===== src/rtl/counter_pkg.sv =====
// ============================================================================
// Module      : counter_pkg
// Description : Shared state encodings and default width for the counter set.
// Revision    : 1.0 - initial release
// ============================================================================
`default_nettype none

package counter_pkg;

    localparam int CNT_W = 4;

    typedef enum logic [1:0] {
        ST_IDLE    = 2'b00,
        ST_RUN     = 2'b01,
        ST_EXPIRED = 2'b10
    } state_t;

endpackage : counter_pkg

`default_nettype wire


===== src/rtl/countdown_timer_if.sv =====
// ============================================================================
// Module      : countdown_timer_if
// Description : Control strobes and status outputs of the countdown timer.
// Revision    : 1.0 - initial release
// ============================================================================
`default_nettype none

interface countdown_timer_if #(
    parameter int W = counter_pkg::CNT_W
) ();

    logic         load;
    logic [W-1:0] load_val;
    logic         start;
    logic         stop;
    logic         en;
    logic         auto_reload;
    logic [W-1:0] count;
    logic         busy;
    logic         tc;
    logic         done;

    modport master (
        output load, load_val, start, stop, en, auto_reload,
        input  count, busy, tc, done
    );

    modport slave (
        input  load, load_val, start, stop, en, auto_reload,
        output count, busy, tc, done
    );

endinterface : countdown_timer_if

`default_nettype wire


===== src/rtl/countdown_timer_dec_core.sv =====
// ============================================================================
// Module      : dec_core
// Description : Loadable W-bit down-counter saturating at zero.
// Revision    : 1.0 - initial release
// ============================================================================
`default_nettype none

module dec_core #(
    parameter int W = 4
) (
    input  wire logic         clk,
    input  wire logic         rst,
    input  wire logic         i_load,
    input  wire logic [W-1:0] i_load_val,
    input  wire logic         i_dec_en,
    output logic      [W-1:0] o_count,
    output logic              o_is_one
);

    logic [W-1:0] r_count;

    always_ff @(posedge clk) begin
        if (rst) begin
            r_count <= '0;
        end else if (i_load) begin
            r_count <= i_load_val;
        end else if (i_dec_en && (r_count != '0)) begin
            r_count <= r_count - W'(1);
        end
    end

    assign o_count  = r_count;
    assign o_is_one = (r_count == W'(1));

endmodule : dec_core

`default_nettype wire


===== src/rtl/countdown_timer.sv =====
// ============================================================================
// Module      : countdown_timer
// Description : Start/stop countdown timer with reload register, one-cycle
//               terminal-count pulse, sticky expiry flag and auto-reload.
// Revision    : 1.0 - initial release
// ============================================================================
`default_nettype none

module countdown_timer
    import counter_pkg::*;
#(
    parameter int W = CNT_W
) (
    input  wire logic          clk,
    input  wire logic          rst,
    countdown_timer_if.slave   bus
);

    state_t       r_state;
    logic [W-1:0] r_reload;
    logic         r_busy;
    logic         r_tc;
    logic         r_done;

    logic [W-1:0] w_count;
    logic         w_is_one;
    logic         w_is_zero;
    logic         w_in_run;
    logic         w_in_exp;
    logic         w_run_active;
    logic         w_terminal;
    logic         w_core_load;
    logic [W-1:0] w_core_val;
    logic         w_dec_en;

    assign w_is_zero    = (w_count == '0);
    assign w_in_run     = (r_state == ST_RUN);
    assign w_in_exp     = (r_state == ST_EXPIRED);
    assign w_run_active = w_in_run && !bus.load && !bus.stop && bus.en;
    assign w_terminal   = w_run_active && w_is_one;

    // The counter core is reloaded by an explicit load, a restart from
    // EXPIRED, or an auto-reload at terminal count; otherwise it decrements.
    assign w_core_load = bus.load
                      || (w_in_exp && bus.start)
                      || (w_terminal && bus.auto_reload);
    assign w_core_val  = bus.load ? bus.load_val : r_reload;
    assign w_dec_en    = w_run_active;

    dec_core #(
        .W (W)
    ) u_dec_core (
        .clk        (clk),
        .rst        (rst),
        .i_load     (w_core_load),
        .i_load_val (w_core_val),
        .i_dec_en   (w_dec_en),
        .o_count    (w_count),
        .o_is_one   (w_is_one)
    );

    always_ff @(posedge clk) begin
        if (rst) begin
            r_state  <= ST_IDLE;
            r_reload <= '0;
            r_busy   <= 1'b0;
            r_tc     <= 1'b0;
            r_done   <= 1'b0;
        end else begin
            r_tc <= 1'b0;
            if (bus.load) begin
                r_reload <= bus.load_val;
                r_state  <= ST_IDLE;
                r_busy   <= 1'b0;
                r_done   <= 1'b0;
            end else begin
                case (r_state)
                    ST_IDLE: begin
                        if (bus.start) begin
                            if (w_is_zero) begin
                                r_state <= ST_EXPIRED;
                                r_tc    <= 1'b1;
                                r_done  <= 1'b1;
                            end else begin
                                r_state <= ST_RUN;
                                r_busy  <= 1'b1;
                            end
                        end
                    end
                    ST_RUN: begin
                        if (bus.stop) begin
                            r_state <= ST_IDLE;
                            r_busy  <= 1'b0;
                        end else if (w_terminal) begin
                            r_tc <= 1'b1;
                            if (!bus.auto_reload) begin
                                r_state <= ST_EXPIRED;
                                r_busy  <= 1'b0;
                                r_done  <= 1'b1;
                            end
                        end
                    end
                    ST_EXPIRED: begin
                        if (bus.start) begin
                            if (r_reload != '0) begin
                                r_state <= ST_RUN;
                                r_busy  <= 1'b1;
                                r_done  <= 1'b0;
                            end else begin
                                // Zero reload re-expires on the spot.
                                r_tc   <= 1'b1;
                                r_done <= 1'b1;
                            end
                        end
                    end
                    default: begin
                        r_state <= ST_IDLE;
                        r_busy  <= 1'b0;
                        r_done  <= 1'b0;
                    end
                endcase
            end
        end
    end

    assign bus.count = w_count;
    assign bus.busy  = r_busy;
    assign bus.tc    = r_tc;
    assign bus.done  = r_done;

endmodule : countdown_timer

`default_nettype wire


===== src/flat_wrapper.sv =====
// flat-port wrapper written by rule: the top's interface ports become plain ports
module countdown_timer_flat import counter_pkg::*;
#(
    parameter int W = CNT_W
)
  (clk, rst, bus_load, bus_load_val, bus_start, bus_stop, bus_en, bus_auto_reload, bus_count, bus_busy, bus_tc, bus_done);
  countdown_timer_if #(.W(W)) bus_i ();
  input  wire logic clk;
  input  wire logic rst;
  input wire logic [$bits(bus_i.load)-1:0] bus_load;
  input wire logic [$bits(bus_i.load_val)-1:0] bus_load_val;
  input wire logic [$bits(bus_i.start)-1:0] bus_start;
  input wire logic [$bits(bus_i.stop)-1:0] bus_stop;
  input wire logic [$bits(bus_i.en)-1:0] bus_en;
  input wire logic [$bits(bus_i.auto_reload)-1:0] bus_auto_reload;
  output wire logic [$bits(bus_i.count)-1:0] bus_count;
  output wire logic [$bits(bus_i.busy)-1:0] bus_busy;
  output wire logic [$bits(bus_i.tc)-1:0] bus_tc;
  output wire logic [$bits(bus_i.done)-1:0] bus_done;
  assign bus_i.load = bus_load;
  assign bus_i.load_val = bus_load_val;
  assign bus_i.start = bus_start;
  assign bus_i.stop = bus_stop;
  assign bus_i.en = bus_en;
  assign bus_i.auto_reload = bus_auto_reload;
  assign bus_count = bus_i.count;
  assign bus_busy = bus_i.busy;
  assign bus_tc = bus_i.tc;
  assign bus_done = bus_i.done;
  countdown_timer #(.W(W)) u_core (.clk(clk), .rst(rst), .bus(bus_i));
endmodule

===== config.mk =====
export PLATFORM = sky130hd
export DESIGN_NAME = countdown_timer_flat
export DESIGN_NICKNAME = d
export VERILOG_FILES = /design/src/rtl/counter_pkg.sv /design/src/rtl/countdown_timer_if.sv /design/src/rtl/countdown_timer_dec_core.sv /design/src/rtl/countdown_timer.sv /design/src/flat_wrapper.sv
export SDC_FILE = /design/constraint.sdc
export NUM_CORES = 1
export LEC_CHECK = 0
export BUFFER_PORTS_ARGS = -buffer_cell sky130_fd_sc_hd__clkbuf_2
export CAP_MARGIN = 20
export CORE_UTILIZATION = 51
export DETAILED_ROUTE_END_ITERATION = 12
export HOLD_SLACK_MARGIN = 0.06
export PLACE_DENSITY = 0.75
export SYNTH_ARGS = -nofsm -noshare
export SYNTH_HDL_FRONTEND = slang
export SYNTH_SLANG_ARGS = --single-unit

===== constraint.sdc =====
create_clock -name clk -period 2.6 [get_ports clk]
set_clock_uncertainty 0.2 [all_clocks]
set_input_delay 0.13 -clock clk [delete_from_list [all_inputs] [get_ports clk]]
set_output_delay 0.13 -clock clk [all_outputs]
set_load 0.01 [all_outputs]

==> results of run 1 <==
## critical path, stage by stage (launching register included)
cell and delay (ps):
sky130_fd_sc_hd__dfxtp_1 330, sky130_fd_sc_hd__inv_1 90, sky130_fd_sc_hd__ha_1 200, sky130_fd_sc_hd__or3b_4 420
sky130_fd_sc_hd__a21oi_2 180, sky130_fd_sc_hd__o21bai_1 90, sky130_fd_sc_hd__a2111oi_2 350, sky130_fd_sc_hd__dlygate4sd3_1 580
## sequential cells by signal (all words and copies together), names as in the netlist
signal	count
u_core.bus.busy	1
u_core.bus.done	1
u_core.bus.tc	1
u_core.r_reload	4
u_core.r_state	2
u_core.u_dec_core.o_count	4
## layout by cell type (no fill, tap or decap), drive strengths merged, types with 2 or more instances in the layout
cell type,synthesis,final
a311oi,2,2
a21oi,3,3
clkbuf,0,21
inv,8,8
nor3,2,2
nor4b,2,2
a2111oi,2,2
nor2b,3,3
nor4,2,2
dfxtp,13,13
nand2b,5,5
nor2,7,7
ha,2,2
dlygate4sd3,0,8
mux2i,5,5
o21ai,4,4
## final timing paths
check	from	endpoint	slack [ps]	depth (start not counted)
worst min register to register	u_core.r_reload[3]	u_core.r_reload[3]	350	2
worst max-delay path	u_core.u_dec_core.o_count[1]	u_core.bus.done	120	7
worst max register to register	u_core.u_dec_core.o_count[1]	u_core.bus.done	120	7
worst min-delay path	bus_load	u_core.bus.busy	60	2
## routing by layer
layer  global-route usage, %  share of wire (%)  up-vias
met4                    12.5                1.7        0
met5                       0                  0        -
met3                    2.17                4.5        4
met2                    36.7                 50       27
li1                        -                  -      360
met1                    29.8                 44      348
## through the flow
stage	setup slack [ps]	cells	instance area, sq um
2_1_floorplan	740	84	778
3_3_place_gp	721	113	866
3_5_place_dp	656	113	866
4_1_cts	83.6	125	972
5_1_grt	2.80	125	985
6_report	116	125	985
## logic make-up after synthesis
family	after synthesis	synth area share, %
xor gates and xnor gates	2	2.25
AOI/OAI and AO/OA	19	19.8
muxes	6	7.88
buffers and inverters	11	5.95
DFF	13	33.4
and+or+nand+nor	31	27.5
adders and majority gates	2	3.21
## cell type report
class / count / area (sq um) / area share (%)
multi-input combinational: 60 / 484 / 49.2
sequential: 13 / 260 / 26.4
timing repair buffer: 25 / 165 / 16.8
inverter: 8 / 30.0 / 3.05
tap: 15 / 18.8 / 1.91
clock buffer: 4 / 26.3 / 2.67
## power by group
part / internal, mW / switching [mW] / leakage (nW)
combinational: 0.0545 / 0.0553 / 0.299
clock: 0.0595 / 0.0652 / 0.0150
sequential: 0.211 / 0.0151 / 0.107
## repair_timing
action                     in CTS  in global routing
hold buffers                    8                  0
setup endpoints to repair       0                  1
resized for setup               0                  2
hold endpoints to repair        8                  0
setup buffers                   0                  0
==> run summary, run 1 <==
The run finished with clean final reports. The final hold slack is 59.3 ps. The data arrival time of the critical path is ~2500 ps.

The maximum VDD drop came out at between 200 and 300 uV. The synthesized instance count is 84. The ratio of cells with drive above 1 in the final layout came out at roughly a quarter. Among all flip-flop cells after synthesis, the most frequent one is sky130_fd_sc_hd__dfxtp_1. Entering global routing, the biggest net connects 12 pins.

The worst slew margin relative to its limit came out at ~72%. By count the netlist is led by 13 x sky130_fd_sc_hd__dfxtp_1, 8 x sky130_fd_sc_hd__inv_1, 7 x sky130_fd_sc_hd__nor2_1, 5 x sky130_fd_sc_hd__mux2i_1, 5 x sky130_fd_sc_hd__nand2b_1. The half-perimeter wire length after placement came out at between 1 and 1.5 mm. The total leakage power is roughly 0.42 nW. The period utilization came out at 95.5%. The post-synthesis area per instance is 9.26 sq um. The floorplan die width is a little over 40 um. The number of input and output port buffers inserted came out at 17. The share of the yosys chip area belonging to registers came out at between 30% and 40%. The final wirelength is ~1.8 mm. The number of failing hold endpoints at the final stage is 0.

Clock latency on the worst-skew pair, taken at its later pin, is between 200 and 300 ps. The starting density of the core is 57.0%. The type of the tightest min-delay check is primary input to flop. The max-cap violation count came out at 0. Setup violations remaining at the end of the flow were counted as 0. Clock-pin slew was measured on the worst setup and hold paths at ~80 ps. The largest total area in the synthesized netlist belongs to sky130_fd_sc_hd__dfxtp_1. The via count of the first global-routing pass is 560. Sorting the synthesized cells by area gives the leading types as sky130_fd_sc_hd__dfxtp_1 33%, sky130_fd_sc_hd__mux2i_1 6.4%, sky130_fd_sc_hd__nand2b_1 4.0%. The required time at the endpoint of the critical path is around 2600 ps.

The initial antenna violation count came out at 0. The number of distinct library cells after synthesis is 41. The startpoint-to-endpoint class of the critical path is flop to flop. The die boundary height came out at 41.1 um. At the end of routability-driven placement, the weighted congestion stood at 0.792. The post-route antenna net violation count is 0.

The timing-limited maximum frequency is slightly above 400 MHz. The global-route wire length before repair is around 2.4 mm. The largest fanout of any net on the critical path came out at 4. The tree is rooted in a sky130_fd_sc_hd__clkbuf_4. After the last flow step, the layout net total stands at between 100 and 150. The share of synthesized registers carrying an async set or reset is 0%.

After floorplanning, the core was divided into 13 placement rows. The die outline area came out at roughly 0.0017 sq mm. The number of H-tree levels came out at 1. Counting I/O delays and the setup requirement, the final critical path takes roughly 2500 ps.

The routed wire length per instance came out at approximately 14 um. The clock tree buffer depth is 2. The clock sink count is 13. The synthesized design contains 0 enable-type register cells. The number of clock buffers inserted by TritonCTS is 3. Yosys instantiated no cell more often than sky130_fd_sc_hd__dfxtp_1.

The layout overhead on the synthesized area came out at 26.5%. The antenna diode count is 0. The placeable core region came out at approximately 0.0014 sq mm.

The design draws approximately 460 uW. The remaining global-route overflow came out at 0. STA classifies the critical path endpoint as a flop. Before antenna repair, the detailed router went through 4 iterations.

The number of fill cells came out at 102. The number of max-slew violations in the final report came to 0. For this run, design rule violations remaining after detail routing come to 0.

The synthesized area is ~780 sq um. The count of vias placed by the detailed router is about 740. Cells fill roughly 72% of the core in the end. For this block, the initial DRC count from the detailed router was 29.

The yosys synthesis warning count came out at 0. The slew of the pin with the lowest slew margin is about 410 ps. Setup repair after global routing left no endpoint under its margin. STA classifies the critical path startpoint as a flop. In the final timing run, aggregate negative setup slack is 0 ps.

The number of storage elements in the synthesis netlist is 13. The count of boundary I/O pins came out at 18. The power density over cell area is around 470 mW/mm^2. The total routing usage reported by global routing came out at around 23%. TritonCTS built the clock tree.

The top-area cell type share of the netlist area is between 30% and 40%. The post-detailed-route via-to-cell ratio is 5.91. The number of nets handed over by synthesis was a little under 100.
No activity file was read; power rests on OpenSTA's default activity.
==> run 2, diff against run 1 <==
--- a/config.mk
+++ b/config.mk
@@ -5,12 +5,13 @@
 export SDC_FILE = /design/constraint.sdc
 export NUM_CORES = 1
 export LEC_CHECK = 0
+export ABC_AREA = 1
 export BUFFER_PORTS_ARGS = -buffer_cell sky130_fd_sc_hd__clkbuf_2
 export CAP_MARGIN = 20
 export CORE_UTILIZATION = 51
 export DETAILED_ROUTE_END_ITERATION = 12
 export HOLD_SLACK_MARGIN = 0.06
-export PLACE_DENSITY = 0.75
+export PLACE_DENSITY = 0.74
 export SYNTH_ARGS = -nofsm -noshare
 export SYNTH_HDL_FRONTEND = slang
 export SYNTH_SLANG_ARGS = --single-unit
==> run summary, run 2 <==
The run finished, with violations left. The final reports fail on design-rule violations. The slew of the pin with the lowest slew margin came out at 361 ps.

After Yosys synthesis, and, or, nand and nor cells account for 48.9% of the synthesized area. The via count of the first global-routing pass came out at around 760. The top-area cell type share of the netlist area came out at between 20% and 30%. During synthesis, Yosys emitted a total of 0 warnings. Of the total power, the clock network draws between 20% and 30%. The biggest area contributor in the post-synthesis netlist is sky130_fd_sc_hd__dfxtp_1. The number of cells on the worst reg-to-reg path is 9.

The placeable core region is roughly 0.0016 sq mm. The number of flops mapped to enable cells by yosys is 0. The half-perimeter wire length after placement is about 1.4 mm. The period utilization came out at around 85%.

Timing analysis after detailed placement gives a worst setup slack of roughly 980 ps. The clock tree buffer depth is 2. The critical path starts at bus_load. The standard-cell row count is 14. The initial antenna violation count came out at 0.

The startpoint-to-endpoint class of the critical path is primary input to flop. Dividing the detail-routed via count by the number of cells gives between 5 and 6. Once layout is complete, the utilization of the core stands at around 70%. The timing-limited maximum frequency is about 450 MHz.

The finished cells cover approximately 0.0011 sq mm. The sum of negative setup slack came out at 0 ps. The number of fill cells came out at approximately 140. The setup slack of the most critical reg-to-reg path came out at around 410 ps. The synthesized netlist devotes 8.17% of its cell area to compound gates. The number of input and output port buffers inserted came out at 17.

After synthesis, the netlist uses 23 different library cells. The count of vias placed by the detailed router is around 880. The clock sink count is 13. The number of post-CTS setup repair buffers is 0. The share of the yosys chip area belonging to registers is 29.8%. Registers are responsible for about 46% of the overall power. The area taken by flip-flops and latches came out at roughly 260 sq um.

The number of max-slew violations in the final report came out at 0. Synthesis produced a netlist with a net count of approximately 140. Counting instances in the post-synthesis netlist gives the leading cell types as 21 x sky130_fd_sc_hd__nor2_1, 18 x sky130_fd_sc_hd__nand2_1, 16 x sky130_fd_sc_hd__inv_1, 14 x sky130_fd_sc_hd__nand3_1, 13 x sky130_fd_sc_hd__dfxtp_1. After synthesis, the mean cell area works out to ~7.0 sq um. The most common flop cell mapped by yosys is sky130_fd_sc_hd__dfxtp_1. The synthesized instance count is 124. Of the post-synthesis cell area, the part taken by muxes is 0%.

In the routed design, unresolved DRC markers number 4. The share of synthesized registers carrying an async set or reset came out at 0%. The final layout contains roughly 170 nets. The final count of negative-setup-slack endpoints is 0. After global routing, the most crowded layer is met2. Setup repair after global routing left no endpoint under its margin. TritonCTS built the clock tree. The number of DRC markers in iteration 0 is 35.

The routed wire length per instance came out at approximately 11 um. The global placer's final weighted congestion is 0.841. STA puts the critical path data required time at around 2600 ps. Sorting the synthesized cells by area gives the leading types as sky130_fd_sc_hd__dfxtp_1 30%, sky130_fd_sc_hd__nor2_1 9.0%, sky130_fd_sc_hd__nand3_1 8.0%. Summing the areas of all fa, ha and maj instances in the mapped netlist gives under 10% of the synthesized area. The number of failing hold endpoints at the final stage was 0. Following the worst setup path forward leads to its endpoint at u_core.r_state[1].

Measured against its own limit, the worst slew margin works out to between 70% and 80%. The endpoint of the worst register-to-register path is u_core.r_state[1]. The cell area after placement is ~970 sq um. The worst setup path is launched from a primary input. The mapped netlist covers between 800 and 900 sq um.

The power density over cell area is around 450 mW/mm^2. The total internal power came out at 328 uW. The worst register-to-register path begins at u_core.u_dec_core.o_count[1].

The number of storage elements in the synthesis netlist is 13. The xor-xnor portion of the synthesized cell area came out at 0%. The final wirelength is about 1.8 mm. Of the cells placed in the final design, the portion with a size suffix greater than 1 is around 27%. The clock period minus worst slack is between 2000 and 2500 ps. After clock tree synthesis, the clock-pin slew on the worst setup and hold paths is 80 ps.

After synthesis, the largest family of logic cells by area is simple AND/OR/NAND/NOR gates. The proportion of total power due to net switching came out at 32.8%. The number of H-tree levels came out at 1.

The met1 capacity usage during global routing came out at between 30% and 40%. The floorplan step set the die height to between 40 and 50 um. The worst setup path is captured at a flop.

For the worst-skew pair, the clock arrives at the later sink with an insertion delay of 280 ps. The final setup slack of the worst path is 390 ps. The CTS root buffer is sky130_fd_sc_hd__clkbuf_4. For this run, global-route usage on met2 was measured as between 30% and 40%.

The largest fanout of any net on the critical path is 6. The max-cap violation count came out at 0. The total routing usage reported by global routing is between 20% and 30%. The global-route wire length before repair came out at about 3.1 mm.

The count of boundary I/O pins is 18. The maximum number of pins on one net before global-route repair came out at 9. The layout overhead on the synthesized area is 25.2%. The most common cell after layout, fill and taps aside is sky130_fd_sc_hd__nor2_1. The starting density of the core came out at a little under three fifths. Among all cell types in the netlist, the one instantiated most often is sky130_fd_sc_hd__nor2_1. The number of clock buffers inserted by TritonCTS came out at 3.

The total leakage power is ~0.53 nW. Across the VDD grid, the largest voltage drop is 351 uV. The die outline area is 0.00188 sq mm. Data on the critical path arrives at its endpoint at about 2200 ps. For met3 alone, demand over resource in global routing was approximately 2.5%. The net switching power came out at approximately 160 uW.

The multi-input logic area is ~520 sq um. The post-route antenna net violation count came out at 0. The power share of the combinational group is between 20% and 30%. The first TritonRoute pass finished after 9 iterations. The tightest hold path in the finished design has a slack of around 80 ps.

The library cells used most frequently in the layout, excluding fill and tap cells, are 21 x sky130_fd_sc_hd__nor2_1, 18 x sky130_fd_sc_hd__nand2_1, 17 x sky130_fd_sc_hd__clkbuf_2. The min-delay analysis places its worst path in the category primary input to flop. The antenna diode count is 0. After global routing the overflow that remains totals 0.

The floorplan die width came out at 43.4 um.
run 2: cell families (layout without fill, tap and decap cells):
kind of cell             after synthesis  after routing
AND/OR/NAND/NOR                       74             74
AO/OA/AOI/OAI                         13             13
adder cells (fa/ha/maj)                2              2
buffers and inverters                 22             52
flip-flops                            13             13
run 2: per-layer routing:
| metal | vias to the layer above | share of wire (%) |
|---|---|---|
| li1 | 456 | - |
| met1 | 380 | 47 |
| met2 | 35 | 44 |
| met3 | 5 | 6.9 |
| met4 | 0 | 2.5 |
| met5 | - | 0 |
run 2: worst min-delay path by stage:
| stage | start | end | slack (ps) | depth (start not counted) |
|---|---|---|---|---|
| floorplan | rst | u_core.r_reload[1] | 1 | 1 |
| global placement | rst | u_core.r_reload[1] | 190 | 2 |
| detailed placement | rst | u_core.r_reload[3] | 200 | 2 |
| CTS | bus_load_val[3] | u_core.r_reload[3] | 90 | 5 |
| global route | bus_en | u_core.bus.tc | 110 | 5 |
| finish | bus_load_val[3] | u_core.r_reload[3] | 80 | 5 |
run 2: power groups by stage:
stage | clock [mW] | combinational, mW | sequential [mW]
6_report | 0.130 | 0.132 | 0.226
5_1_grt | 0.138 | 0.148 | 0.228
4_1_cts | 0.133 | 0.132 | 0.226
3_5_place_dp | 0 | 0.120 | 0.230
3_3_place_gp | 0 | 0.117 | 0.230
2_1_floorplan | 0 | 0.0876 | 0.230
run 2: metrics by stage:
step                      total power, mW  cells
after floorplan                     0.318    124
after global routing                0.513    170
final                               0.487    170
after detailed placement            0.350    156
after CTS                           0.490    170
after global placement              0.347    156
run 2: final cells by class:
| type | count | share of cell area, % |
|---|---|---|
| Multi-Input combinational cell | 89 | 47.8 |
| Sequential cell | 13 | 23.8 |
| Timing Repair Buffer | 27 | 16.9 |
| Inverter | 21 | 7.21 |
| Clock buffer | 4 | 2.40 |
| Tap cell | 16 | 1.83 |
run 2: worst max-delay path, stage by stage:
cell and delay, ps:
sky130_fd_sc_hd__dlygate4sd3_1 530, sky130_fd_sc_hd__clkbuf_2 160, sky130_fd_sc_hd__inv_2 120, sky130_fd_sc_hd__nand2_4 80, sky130_fd_sc_hd__nor2_8 160, sky130_fd_sc_hd__nand3_2 100
sky130_fd_sc_hd__nand2_2 120, sky130_fd_sc_hd__nand3_2 80, sky130_fd_sc_hd__nor2_1 90, sky130_fd_sc_hd__nor2_1 60, sky130_fd_sc_hd__dlygate4sd3_1 550
run 2: timing repair:
action / 4_1_cts / 5_1_grt
endpoints found under the setup margin: 0 / 0
endpoints found under the hold margin: 13 / 0
gates resized for setup: 0 / 0
hold buffers: 10 / 0
==> run 3, diff against run 2 <==
--- a/config.mk
+++ b/config.mk
@@ -11,7 +11,7 @@
 export CORE_UTILIZATION = 51
 export DETAILED_ROUTE_END_ITERATION = 12
 export HOLD_SLACK_MARGIN = 0.06
-export PLACE_DENSITY = 0.74
+export PLACE_DENSITY_LB_ADDON = 0.25
 export SYNTH_ARGS = -nofsm -noshare
 export SYNTH_HDL_FRONTEND = slang
 export SYNTH_SLANG_ARGS = --single-unit
==> run summary, run 3 (synthesis gave the netlist of run 2 again) <==
The flow ran to the end, but the final reports show violations. The checks that failed: design-rule violations. Setup slack closes at roughly 440 ps. The global placer's final weighted congestion came out at 0.856. Dividing the final minimum period by the clock period gives around 83%. The maximum VDD drop is around 330 uV. The number of detailed-route iterations in the first pass came out at 8. On the worst path, the slowest cell contributes a delay of between 500 and 600 ps. The most common cell after layout, fill and taps aside is sky130_fd_sc_hd__nor2_1. The clock insertion delay at the later pin of the skew report is between 200 and 300 ps.

The number of max-slew violations in the final report is 0. The share of power burned in registers came out at between 40% and 50%. Internal power comes to around 330 uW. Input and output buffers added on the ports amount to 17. The placeable core region is between 0.0015 and 0.002 sq mm. The number of H-tree levels came out at 1. The kind of launch point of the worst setup path is a primary input. Setup violations remaining at the end of the flow were counted as 0.

The clock tree buffer depth is 2. The initial antenna violation count came to 0. Once placement finished, the instance area stood at 967 sq um. The via count of the first global-routing pass is between 700 and 800. The net switching power is between 150 and 200 uW.

The setup slack of the most critical reg-to-reg path is approximately 450 ps. The largest fanout of any net on the critical path came out at 6. After clock tree synthesis, the setup repair step added 0 buffers. For this run the aggregate overflow at the end of global routing stands at 0. For the worst setup path, the data required time is ~2600 ps. The max-cap violation count is 0. The die outline area is 0.00188 sq mm.

Setup repair after global routing left no endpoint under its margin. The power density over cell area came out at 452 mW/mm^2. The CTS root buffer is sky130_fd_sc_hd__clkbuf_4.

In the layout the commonest cells are 21 x sky130_fd_sc_hd__nor2_1, 18 x sky130_fd_sc_hd__nand2_1, 17 x sky130_fd_sc_hd__clkbuf_2. The sum of internal, switching and leakage power is ~490 uW. The number of fill cells is around 140. The number of clock buffers inserted by TritonCTS came out at 3. The area taken by flip-flops and latches came out at roughly 260 sq um. The clock input transition at the sequential cells of the worst setup and hold paths is around 90 ps.

TritonCTS built the clock tree. The routed layout has between 800 and 900 vias. The worst register-to-register path ends at u_core.r_state[1]. The post-route cell area came out at 0.00108 sq mm. The worst slew margin relative to its limit came out at slightly below 80%. The number of DRC markers in iteration 0 came out at 21. The starting density of the core came out at between 50% and 60%. The reg-to-reg critical path startpoint is u_core.u_dec_core.o_count[1].

The instance count along the most critical hold path is 5. The critical path starts at bus_load. Detailed placement finished with a half-perimeter wire length of between 1 and 1.5 mm. Traced cell by cell, the critical path runs through dlygate4sd3_1 > clkbuf_2 > inv_2 > nand2_4 > nor2_8 > nand3_2 > nand2_2 > nand3_2 > nor2_1 > nor2_1 > dlygate4sd3_1. The sum of negative setup slack is 0 ps. The die boundary height came out at between 40 and 50 um. The ratio of cells with drive above 1 in the final layout is between 20% and 30%.

The first global-routing pass estimated around 3.0 mm of wire. After detailed routing, the average wire length per cell comes to 10.6 um. The final wirelength is between 1.5 and 2 mm.

The total routing usage reported by global routing is between 20% and 30%. The floorplan die width is 43.4 um. The power share of the combinational group is a little over a quarter.

Derived from the worst setup path, the maximum achievable clock frequency is between 400 and 500 MHz. The worst register-to-register path has a depth of 9. The detailed-route DRC error count is 4.

The largest individual stage delay along the critical path comes from the cell sky130_fd_sc_hd__dlygate4sd3_1. The post-route core utilization came out at a little over two thirds. The multi-input combinational cells in the finished layout cover a total of 523 sq um. The standard-cell row count came out at 14. Entering global routing, the biggest net connects 9 pins. The clock sink count came out at 13. The critical path is of the primary input to flop type. The total leakage power is 0.527 nW. In this run, the clock network consumes 27.2% of the power. The number of antenna diodes in the final layout is 0. 18 I/O pins were placed. The worst path in the final design needs a cycle of ~2200 ps, including I/O delays and setup. The most critical setup path has its endpoint at u_core.r_state[1]. At the worst endpoint, the arrival time is around 2100 ps.

The worst setup slack before clock tree synthesis came out at roughly 1000 ps. The proportion of total power due to net switching came out at around a third. The layout overhead on the synthesized area came out at 24.1%. The post-layout net count came out at ~170. At the pin with the least slew margin, the transition time is approximately 340 ps.

The number of failing hold endpoints at the final stage came out at 0. The post-route antenna net violation count came out at 0. STA classifies the critical path endpoint as a flop. The min-delay analysis places its worst path in the category primary input to flop. In the routed layout, each cell is associated on average with a via count of roughly 5.0.
run 3: cell types whose count changed in the layout (fill, tap and decap cells not counted), sizes merged:
cell         before  now
dlygate4sd3      10    9
run 3: layer usage:
layer	up-vias	wire length, um	part of all wire, %	global-route usage, %
li1	456	-	-	-
met1	365	852	48	27.3
met2	27	806	45	34.8
met3	5	86	4.8	2.92
met4	0	46	2.6	13.8
met5	-	0	0	0
run 3: cell type report:
cell class | instances | area share (%)
repair buffers | 26 | 16.2
well taps | 16 | 1.85
multi-input cells | 89 | 48.3
clock buffers | 4 | 2.42
flip-flops and latches | 13 | 24.0
inverters | 21 | 7.27
run 3: worst min path at each step:
stage	start	slack [ps]	end
2_1_floorplan	rst	1	u_core.r_reload[1]
3_3_place_gp	rst	190	u_core.r_reload[1]
3_5_place_dp	rst	200	u_core.r_reload[3]
4_1_cts	bus_auto_reload	80	u_core.u_dec_core.o_count[0]
5_1_grt	bus_auto_reload	90	u_core.u_dec_core.o_count[0]
6_report	bus_load_val[3]	80	u_core.r_reload[3]
run 3: metrics by stage:
| stage | hold WS, ps | std cells |
|---|---|---|
| global route | 92.3 | 169 |
| global placement | 188 | 156 |
| detailed placement | 201 | 156 |
| CTS | 77.7 | 169 |
| floorplan | 1.26 | 124 |
| finish | 75.8 | 169 |
run 3: timing repair:
action                                 in CTS  in global routing
gates resized for setup                     0                  0
endpoints found under the hold margin      12                  0
hold buffers                                9                  0
run 3: worst max-delay path, delay by kind of cell:
| kind | cells | cell delay [ps] |
|---|---|---|
| buffers and inverters | 4 | 1350 |
| and+or+nand+nor | 7 | 660 |
run 3: power groups by stage:
stage | Clock, mW | Sequential [mW] | Combinational, mW
detailed placement | 0 | 0.230 | 0.120
CTS | 0.133 | 0.225 | 0.131
global placement | 0 | 0.230 | 0.117
finish | 0.133 | 0.225 | 0.131
global route | 0.142 | 0.227 | 0.148
floorplan | 0 | 0.230 | 0.0876
